<file path="config.mk">
export PLATFORM = sky130hd
export DESIGN_NAME = acc_seq_ctrl_flat
export DESIGN_NICKNAME = d
export VERILOG_FILES = /design/src/rtl/acc_seq_ctrl_if.sv /design/src/rtl/acc_seq_ctrl.sv /design/src/flat_wrapper.sv
export SDC_FILE = /design/constraint.sdc
export NUM_CORES = 1
export LEC_CHECK = 0
export BUFFER_PORTS_ARGS = -buffer_cell sky130_fd_sc_hd__buf_2
export CAP_MARGIN = 20
export CELL_PAD_IN_SITES_DETAIL_PLACEMENT = 0
export CELL_PAD_IN_SITES_GLOBAL_PLACEMENT = 1
export CORE_ASPECT_RATIO = 0.75
export CORE_MARGIN = 2
export CORE_UTILIZATION = 37
export CTS_CLUSTER_DIAMETER = 150
export CTS_CLUSTER_SIZE = 28
export DETAILED_ROUTE_END_ITERATION = 8
export PLACE_DENSITY = 0.78
export SLEW_MARGIN = 5
export SYNTH_ARGS = -nofsm -noshare
export SYNTH_HDL_FRONTEND = slang
export SYNTH_SLANG_ARGS = --single-unit
</file>
<file path="constraint.sdc">
create_clock -name clock -period 2.03 [get_ports clock]
set_input_delay 0.406 -clock clock [delete_from_list [all_inputs] [get_ports clock]]
set_output_delay 0.406 -clock clock [all_outputs]
set_load 0.02 [all_outputs]
</file>
<file path="src/rtl/acc_seq_ctrl_if.sv">
// Memory and datapath bus between the accumulator sequencer and its environment.
// The master side is the sequencer; the slave side is the memory + ALU/accumulator.
interface acc_seq_ctrl_if #(
  parameter int unsigned ADDR_W = 5
) ();
  logic [ADDR_W-1:0] mem_addr;
  logic              mem_rd;
  logic              mem_wr;
  logic [7:0]        mem_rdata;
  logic [2:0]        alu_op;
  logic              acc_update;
  logic              acc_zero;

  modport master (
    output mem_addr, mem_rd, mem_wr, alu_op, acc_update,
    input  mem_rdata, acc_zero
  );

  modport slave (
    input  mem_addr, mem_rd, mem_wr, alu_op, acc_update,
    output mem_rdata, acc_zero
  );
endinterface

</file>
<file path="src/rtl/acc_seq_ctrl.sv">
// Instruction sequencer for the 8-bit accumulator datapath: fetch/decode/execute
// FSM owning the PC and IR. Outputs depend on state and IR only.
module acc_seq_ctrl #(
  parameter int unsigned          ADDR_W   = 5,
  parameter logic [ADDR_W-1:0]    RESET_PC = '0
) (
  input  logic              clock,
  input  logic              reset,
  input  logic              start,
  acc_seq_ctrl_if.master    bus,
  output logic [ADDR_W-1:0] pc,
  output logic              busy,
  output logic              halted
);

  localparam logic [2:0] StIdle    = 3'd0;
  localparam logic [2:0] StFetch   = 3'd1;
  localparam logic [2:0] StDecode  = 3'd2;
  localparam logic [2:0] StOperand = 3'd3;
  localparam logic [2:0] StExec    = 3'd4;
  localparam logic [2:0] StHalt    = 3'd5;

  localparam logic [2:0] OpHlt = 3'b000;
  localparam logic [2:0] OpSkz = 3'b001;
  localparam logic [2:0] OpAdd = 3'b010;
  localparam logic [2:0] OpAnd = 3'b011;
  localparam logic [2:0] OpXor = 3'b100;
  localparam logic [2:0] OpLda = 3'b101;
  localparam logic [2:0] OpSto = 3'b110;
  localparam logic [2:0] OpJmp = 3'b111;

  logic [2:0]        state_q, state_d;
  logic [ADDR_W-1:0] pc_q, pc_d;
  logic [7:0]        ir_q, ir_d;
  logic [2:0]        op;
  logic [ADDR_W-1:0] operand;
  logic              is_data_op;

  // Operand field is the low ADDR_W bits of IR (ADDR_W must not exceed 8).
  assign op         = ir_q[7:5];
  assign operand    = ir_q[ADDR_W-1:0];
  assign is_data_op = (op == OpAdd) || (op == OpAnd) || (op == OpXor) || (op == OpLda);

  always_comb begin
    state_d = state_q;
    pc_d    = pc_q;
    ir_d    = ir_q;
    case (state_q)
      StIdle, StHalt: begin
        if (start) state_d = StFetch;
      end
      StFetch: state_d = StDecode;
      StDecode: begin
        ir_d = bus.mem_rdata;
        pc_d = pc_q + ADDR_W'(1);
        unique case (bus.mem_rdata[7:5])
          OpHlt:                      state_d = StHalt;
          OpAdd, OpAnd, OpXor, OpLda: state_d = StOperand;
          default:                    state_d = StExec;
        endcase
      end
      StOperand: state_d = StExec;
      StExec: begin
        state_d = StFetch;
        if (op == OpSkz && bus.acc_zero) pc_d = pc_q + ADDR_W'(1);
        if (op == OpJmp)                 pc_d = operand;
      end
      default: state_d = StIdle;
    endcase
  end

  always_ff @(posedge clock or posedge reset) begin
    if (reset) begin
      state_q <= StIdle;
      pc_q    <= RESET_PC;
      ir_q    <= 8'h00;
    end else begin
      state_q <= state_d;
      pc_q    <= pc_d;
      ir_q    <= ir_d;
    end
  end

  always_comb begin
    bus.mem_addr   = pc_q;
    bus.mem_rd     = 1'b0;
    bus.mem_wr     = 1'b0;
    bus.alu_op     = 3'b000;
    bus.acc_update = 1'b0;
    case (state_q)
      StFetch: bus.mem_rd = 1'b1;
      StOperand: begin
        bus.mem_rd   = 1'b1;
        bus.mem_addr = operand;
        bus.alu_op   = op;
      end
      StExec: begin
        bus.alu_op     = op;
        bus.acc_update = is_data_op;
        if (op == OpSto) begin
          bus.mem_wr   = 1'b1;
          bus.mem_addr = operand;
        end
      end
      default: ;
    endcase
  end

  assign pc     = pc_q;
  assign busy   = (state_q == StFetch) || (state_q == StDecode) ||
                  (state_q == StOperand) || (state_q == StExec);
  assign halted = (state_q == StHalt);

endmodule

</file>
<file path="src/flat_wrapper.sv">
// flat-port wrapper written by rule: the top's interface ports become plain ports
module acc_seq_ctrl_flat 
#(
  parameter int unsigned          ADDR_W   = 5,
  parameter logic [ADDR_W-1:0]    RESET_PC = '0
)
  (clock, reset, start, pc, busy, halted, bus_mem_addr, bus_mem_rd, bus_mem_wr, bus_alu_op, bus_acc_update, bus_mem_rdata, bus_acc_zero);
  acc_seq_ctrl_if #(.ADDR_W(ADDR_W)) bus_i ();
  input  logic clock;
  input  logic reset;
  input  logic start;
  output logic [ADDR_W-1:0] pc;
  output logic busy;
  output logic halted;
  output wire logic [$bits(bus_i.mem_addr)-1:0] bus_mem_addr;
  output wire logic [$bits(bus_i.mem_rd)-1:0] bus_mem_rd;
  output wire logic [$bits(bus_i.mem_wr)-1:0] bus_mem_wr;
  output wire logic [$bits(bus_i.alu_op)-1:0] bus_alu_op;
  output wire logic [$bits(bus_i.acc_update)-1:0] bus_acc_update;
  input wire logic [$bits(bus_i.mem_rdata)-1:0] bus_mem_rdata;
  input wire logic [$bits(bus_i.acc_zero)-1:0] bus_acc_zero;
  assign bus_mem_addr = bus_i.mem_addr;
  assign bus_mem_rd = bus_i.mem_rd;
  assign bus_mem_wr = bus_i.mem_wr;
  assign bus_alu_op = bus_i.alu_op;
  assign bus_acc_update = bus_i.acc_update;
  assign bus_i.mem_rdata = bus_mem_rdata;
  assign bus_i.acc_zero = bus_acc_zero;
  acc_seq_ctrl #(.ADDR_W(ADDR_W), .RESET_PC(RESET_PC)) u_core (.clock(clock), .reset(reset), .start(start), .bus(bus_i), .pc(pc), .busy(busy), .halted(halted));
endmodule
</file>
==> metrics.md, run 1 <==
| Metric | Value |
|---|---|
| Area Overhead vs Synth | 38.1% |
| Met1 Use GR | 23.1% |
| Final-report hold violation count | 0 |
| Crit path time final | 2.02 ns |
| Reg-to-Reg Start | u_core.state_q[2] |
| 1st-iter DRT viols | 24 |
| Finished Core Util | 52.7% |
| Initial antenna violation count | 0 |
| Final Worst Setup Slack | 0.0118 ns |
| H-tree depth | 1 |
| Synth unique cells | 32 |
| RSZ-0062 raised after global routing | yes |
| Pwr/cell area | 1670 nW/um2 |
| Number of port buffers | 29 |
| Vias in the first global route | 836 |
| Most used routing layer | met2 |
| Vias/cell | 5.18 |
| Core Box Area | 2560 um2 |
| Final setup viols | 0 |
| Maximum VDD drop | 0.640 mV |
| Min-Delay Path Class | input port to asynchronous set/reset pin |
| Inserted Diodes | 0 |
| Post-synthesis xor/xnor area fraction | 2.69% |
| Placer Congestion | 0.888 |
| Most common cell after layout, fill and taps aside | buf_2 |
| Routed vias | 907 |
| Share of cells above drive strength 1 | 49.6% |
| Static Leak | 0.619 nW |
| Setup TNS | 0 ns |
| Hold-fix buffers at CTS | 0 |
| Adder-cell area share of the yosys netlist | 1.28% |
| Final WL | 2380 um |
| Largest net degree at the start of global routing | 17 |
| CTS Sinks | 16 |
| Place WS | 0.152 ns |
| Max-cap check violation count | 0 |
| Fin area | 1350 um2 |
| Drt wl/cell | 13.6 um |
| Final layout net count | 153 |
| Compound-Gate Fraction of Synth Area | 12.0% |
| Worst-Margin Slew | 0.603 ns |
| Top-area cell type share of the netlist area | 40.9% |
| Synth area leaders | dfrtp_1 41%, mux2_2 17%, nand2_1 3.5% |
| DP HPWL | 1740 um |
| Final worst-path cycle share | 99.4% |
| Crit Path Class | register to output port |
| CTS Buffer Depth | 2 |
| First-pass GRT wire length | 3970 um |
| CP Data Required Time | 1.62 ns |
| Clock tree from TritonCTS | built |
| Die Y-Extent | 48.5 um |
| Critical Path, Cell by Cell | nand2b_4 -> nor2_2 -> a21oi_4 -> mux2_2 -> buf_6 |
| Commonest cells after routing, fill and taps aside | 24 x buf_2, 15 x mux2_2, 13 x dfrtp_1, 11 x buf_4, 9 x nand2_1 |
| Crit start category | register |
| Cells after Synth | 96 |
| CP Buf/Inv Count | 1 |
| R2r setup slk | 0.14 ns |
| DRC viols | 0 |
| Ys Warns | 0 |
| Arrival @ worst endpoint | 1.61 ns |
| ANT nets after route | 0 |
| Synth Register Bits | 16 |
| Cell Count, Final, Fillers Out | 175 |
| CTS Buf Count | 3 |
| Drt first pass iters | 4 |
| Die area | 3080 um2 |
| Clock Latency Late Sink | 0.29 ns |
| Final Skew | 0.0169 ns |
| Slew margin rel. | 59.8% |
| I/O pins | 30 |
| Synthesized Nets | 109 |
| Synth Area per Inst | 10.2 um2 |
| Synth Area in Simple Gates | 19.6% |
| Final slew viol count | 0 |
| Worst path top cell family by delay | flip-flops |
| Met2 GRT Util | 25.8% |
| CP Max Fanout | 5 |
| GR met3 Demand/Resource | 4.42% |
| Mapped Area | 978 um2 |
| Chip width | 63.4 um |
| Main combinational cell family by area after synthesis | multiplexers |
| GRT overflow | 0 |
| Post-synth top flop | dfrtp_1 |
| Async set-reset flop share out of synthesis | 100% |
| Sequential-to-total area share from yosys stat | 40.9% |
| Delay of the slowest critical-path stage | 0.47 ns |
| Worst R2R End | u_core.pc[1] |
| Status | complete, no violations |
| Post-synth EDFFs | 0 |
| Placed instance area | 1210 um2 |
| CTS Root Cell | clkbuf_4 |
| Worst-path clk slew | 0.11 ns |
| CP endpoint kind | output port |
| R2R depth | 6 |
| Cell count after placement | 165 |
| Fmax achieved | 0.495 GHz |
| Slowest stage cell, crit path | dfrtp_2 |
| Yosys top cell by area | dfrtp_1 |
| Tot GR Track Use | 16.7% |
| Fillcell total | 269 |
| Initial core utilization | 38.2% |
| Mux cell area share after synthesis | 20.3% |
| FP Rows | 16 |
state kept, by name, indices dropped and copies added, names as in the netlist:
signal          cells
u_core.state_q      3
u_core.pc           5
u_core.ir_q         8
through the flow:
step           power, W  hold WS [ns]
2_1_floorplan   0.00145         0.320
3_5_place_dp    0.00184         0.522
5_1_grt         0.00243         0.208
4_1_cts         0.00224         0.191
6_report        0.00226         0.157
3_3_place_gp    0.00181         0.525
routing by layer:
| layer | up-vias | part of all wire, % |
|---|---|---|
| met5 | - | 0 |
| li1 | 436 | - |
| met4 | 0 | 0.97 |
| met1 | 443 | 47 |
| met3 | 2 | 5.2 |
| met2 | 26 | 47 |
worst register-to-register path: cells and delay by family, from the launching register on:
family          cells  cell delay [ns]
flops               1             0.44
compound gates      1             0.43
simple gates        2             0.25
buf+inv             2             0.28
mux                 1             0.35
where the power goes:
part / switching [W] / internal, W / leakage (nW)
logic: 0.000712 / 0.000701 / 0.414
clock network: 0.000107 / 0.000109 / 0.0210
registers: 0.000146 / 0.000480 / 0.184
total: 0.000965 / 0.00129 / 0.619
logic make-up after synthesis:
kind of cell | after synthesis
AO/OA/AOI/OAI | 17
XOR/XNOR | 3
adder cells (fa/ha/maj) | 1
buffers and inverters | 7
flip-flops | 16
multiplexers | 18
AND/OR/NAND/NOR | 34
Yosys cell counts, types with 3 or more instances:
cell / count
dfrtp_1: 16
mux2_2: 15
nand2_1: 9
nor2_1: 6
inv_1: 5
o21ai_0: 4
a21oi_1: 3
a22oi_1: 3
and2_1: 3
mux2i_1: 3
nand3_1: 3
o221ai_1: 3
area by class of cell:
type / count / area, um2 / share of cell area (%)
clock buffers: 4 / 36.3 / 2.69
inverters: 5 / 18.8 / 1.39
multi-input cells: 73 / 568 / 42.0
flip-flops and latches: 16 / 404 / 29.9
well taps: 36 / 45.0 / 3.33
repair buffers: 41 / 279 / 20.6
worst max path at each step:
stage               slack (ns)         endpoint  cells past startpoint               from
floorplan                 0.15  bus_mem_addr[0]                      5  u_core.state_q[2]
detailed placement        0.15  bus_mem_addr[0]                      6  u_core.state_q[1]
global route             -0.06  bus_mem_addr[3]                      5  u_core.state_q[2]
global placement          0.19  bus_mem_addr[4]                      6  u_core.state_q[1]
CTS                      -0.02  bus_mem_addr[0]                      6  u_core.state_q[2]
finish                    0.01  bus_mem_addr[3]                      5  u_core.state_q[2]
what timing repair did:
item	CTS	global route
gates cloned	0	0
pin swaps	1	3
buffers inserted	7	0
endpoints found under the setup margin	8	8
gates resized for setup	13	6
(Power assumes the default switching activity.)
==> run 2, diff against run 1 <==
BUFFER_PORTS_ARGS = unset   (was -buffer_cell sky130_fd_sc_hd__buf_2)
CORE_UTILIZATION = 45   (was 37)
DONT_BUFFER_PORTS = 1   (was unset)
PLACE_DENSITY = 0.76   (was 0.78)
==> run 2 against run 1 <==
Net effect: critical path depth is the same; clock skew shrank 0.0042 ns; hold slack lost 0.11 ns; via count shrank 14%; sequential share of layout area grew 5.3 points; cell count shrank 22%; count of clock-buffer cells in the layout is the same; register-to-register slack gained 0.10 ns; combinational power shrank 25%; total power shrank 13%; global-route usage grew 1.3 points; critical path type unchanged; critical endpoint is now bus_mem_addr[0]; highest routed layer unchanged.
==> metrics.md, run 2 (synthesis results as in run 1) <==
| Metric | Value |
|---|---|
| Final worst-path cycle share | 98.6% (-0.82 points) |
| FP Rows | 14 (-2) |
| Die area | 2570 um2 (-17%) |
| CP Max Fanout | 7 (+2) |
| Largest net degree at the start of global routing | 17 (unchanged) |
| CP endpoint kind | output port |
| Placer Congestion | 0.852 (-4.0%) |
| Pwr/cell area | 1710 nW/um2 (+2.7%) |
| Routed vias | 778 (-14%) |
| CTS Sinks | 16 (unchanged) |
| Tot GR Track Use | 18.0% (+1.3 points) |
| CTS Root Cell | clkbuf_4 |
| Min-Delay Path Class | input port to asynchronous set/reset pin |
| Fillcell total | 198 (-26%) |
| Final setup viols | 0 (unchanged) |
| Area Overhead vs Synth | 17.6% |
| Worst-Margin Slew | 0.604 ns (+0.000839 ns) |
| Final WL | 2140 um (-10%) |
| Psw | 0.000880 W (-8.8%) |
| GRT overflow | 0 (unchanged) |
| Clock Latency Late Sink | 0.30 ns (about the same) |
| Chip width | 57.8 um (-8.7%) |
| Max reg flops | 8 (unchanged) |
| Drt wl/cell | 15.7 um (+16%) |
| Area occupied by multi-input gates | 556 um2 (-2.2%) |
| Final Skew | 0.0127 ns (-0.00417 ns) |
| Register area | 405 um2 (+0.31%) |
| Initial antenna violation count | 0 (unchanged) |
| Fmax achieved | 0.500 GHz (+0.83%) |
| Flop pwr share | 34.9% (+7.1 points) |
| RSZ-0062 raised after global routing | yes |
| Core Box Area | 2030 um2 (-21%) |
| Most common cell after layout, fill and taps aside | mux2_2 |
| DRC viols | 0 (unchanged) |
| Crit path time final | 2.00 ns (-0.0167 ns) |
| Number of port buffers | 0 (-100%) |
| Clock Power Share | 11.1% (+1.5 points) |
| Final-report hold violation count | 0 (unchanged) |
| Vias/cell | 5.72 (+10%) |
| Maximum VDD drop | 1.00 mV (+57%) |
| Crit Path Class | register to output port |
| Slowest stage cell, crit path | dfrtp_2 |
| Commonest cells after routing, fill and taps aside | 15 x mux2_2, 14 x buf_4, 12 x dfrtp_1, 9 x nand2_1 |
| Initial core utilization | 48.2% (+10 points) |
| Most flops, register | u_core.ir_q |
| Slew margin rel. | 59.7% (about the same) |
| Die Y-Extent | 44.4 um (-8.6%) |
| 1st-iter DRT viols | 15 (-38%) |
| Worst-path clk slew | 0.11 ns (about the same) |
| Static Leak | 0.492 nW (-21%) |
| ANT nets after route | 0 (unchanged) |
| Max-cap check violation count | 0 (unchanged) |
| Final slew viol count | 0 (unchanged) |
| Total Power | 0.00197 W (-13%) |
| Share of cells above drive strength 1 | 39.3% (-10 points) |
| Status | complete, no violations |
| Drt first pass iters | 4 (unchanged) |
| Clock tree from TritonCTS | built |
| CP Data Required Time | 1.62 ns (about the same) |
| Finished Core Util | 56.7% (+3.9 points) |
| Vias in the first global route | 692 (-17%) |
| CTS Buffer Depth | 2 (unchanged) |
| Inserted Diodes | 0 (unchanged) |
| Arrival @ worst endpoint | 1.60 ns (about the same) |
| Critical Path, Cell by Cell | nand2b_4 -> nor2_2 -> a21oi_1 -> buf_4 -> mux2_2 |
| Crit start category | register |
| Hold-fix buffers at CTS | 0 (unchanged) |
| DP HPWL | 1590 um (-8.9%) |
| Final layout net count | 126 (-18%) |
| Delay of the slowest critical-path stage | 0.46 ns (about the same) |
| Comb power frac | 53.9% (-8.7 points) |
| First-pass GRT wire length | 3370 um (-15%) |
| I/O pins | 30 (unchanged) |
| Int Power | 0.00109 W (-15%) |
| H-tree depth | 1 (unchanged) |
| Sw frac | 44.6% (+1.9 points) |
| CTS Buf Count | 3 (unchanged) |
## run 2: cell count changes in the layout (fill, tap and decap cells not counted), sizes merged
cell / change
buf: -27
## run 2: cell type report
type	instances	area share [%]
inverters	5	1.63
multi-input cells	73	48.3
well taps	24	2.61
flip-flops and latches	16	35.2
repair buffers	14	9.13
clock buffers	4	3.15
## run 2: what timing repair did
| item | 4_1_cts | 5_1_grt |
|---|---|---|
| resized for setup | 3 | 7 |
| cloned | 0 | 0 |
| setup buffers | 4 | 2 |
| endpoints found under the setup margin | 8 | 8 |
| pin swaps | 1 | 0 |
## run 2: worst max-delay path, delay by kind of cell, from the launching register on
family | cells | cell delay, ns
flip-flops | 1 | 0.46
multiplexers | 1 | 0.40
AND/OR/NAND/NOR | 2 | 0.17
buffers and inverters | 1 | 0.16
AO/OA/AOI/OAI | 1 | 0.11
## run 2: worst paths after layout
| path | cells past startpoint | to | start | slack, ns |
|---|---|---|---|---|
| min in group clock | 1 | u_core.ir_q[3] | bus_mem_rdata[3] | 0.25 |
| min reg2reg | 2 | u_core.pc[0] | u_core.ir_q[0] | 0.53 |
| max reg2reg | 5 | u_core.pc[1] | u_core.state_q[1] | 0.24 |
| max | 5 | bus_mem_addr[0] | u_core.state_q[2] | 0.03 |
| max in group asynchronous | 1 | u_core.state_q[1] | reset | 1.54 |
| min | 1 | u_core.pc[0] | reset | 0.05 |
## run 2: routing by layer
| layer | GRT usage [%] | vias up | part of all wire (%) |
|---|---|---|---|
| met3 | 7.31 | 2 | 6.8 |
| met5 | 0 | - | 0 |
| li1 | - | 377 | - |
| met4 | 4.19 | 0 | 0.61 |
| met2 | 27.0 | 22 | 45 |
| met1 | 24.4 | 377 | 47 |
## run 2: power by group through the flow
stage,registers [W],logic (W),clock network (W)
floorplan,0.000659,0.000788,0
detailed placement,0.000739,0.000920,0
global route,0.000714,0.00116,0.000249
finish,0.000689,0.00106,0.000220
CTS,0.000698,0.00102,0.000226
global placement,0.000730,0.000913,0
## run 2: per-stage QoR
stage          setup WS, ns  instance area (um2)  instances  hold WS, ns  setup TNS [ns]
2_1_floorplan         0.154                  978         96        0.320               0
3_3_place_gp          0.265                 1060        126        0.403               0
3_5_place_dp          0.236                 1060        126        0.412               0
4_1_cts             0.00291                 1130        134       0.0822               0
5_1_grt             -0.0437                 1150        136       0.0840          -0.230
6_report             0.0285                 1150        136       0.0506               0
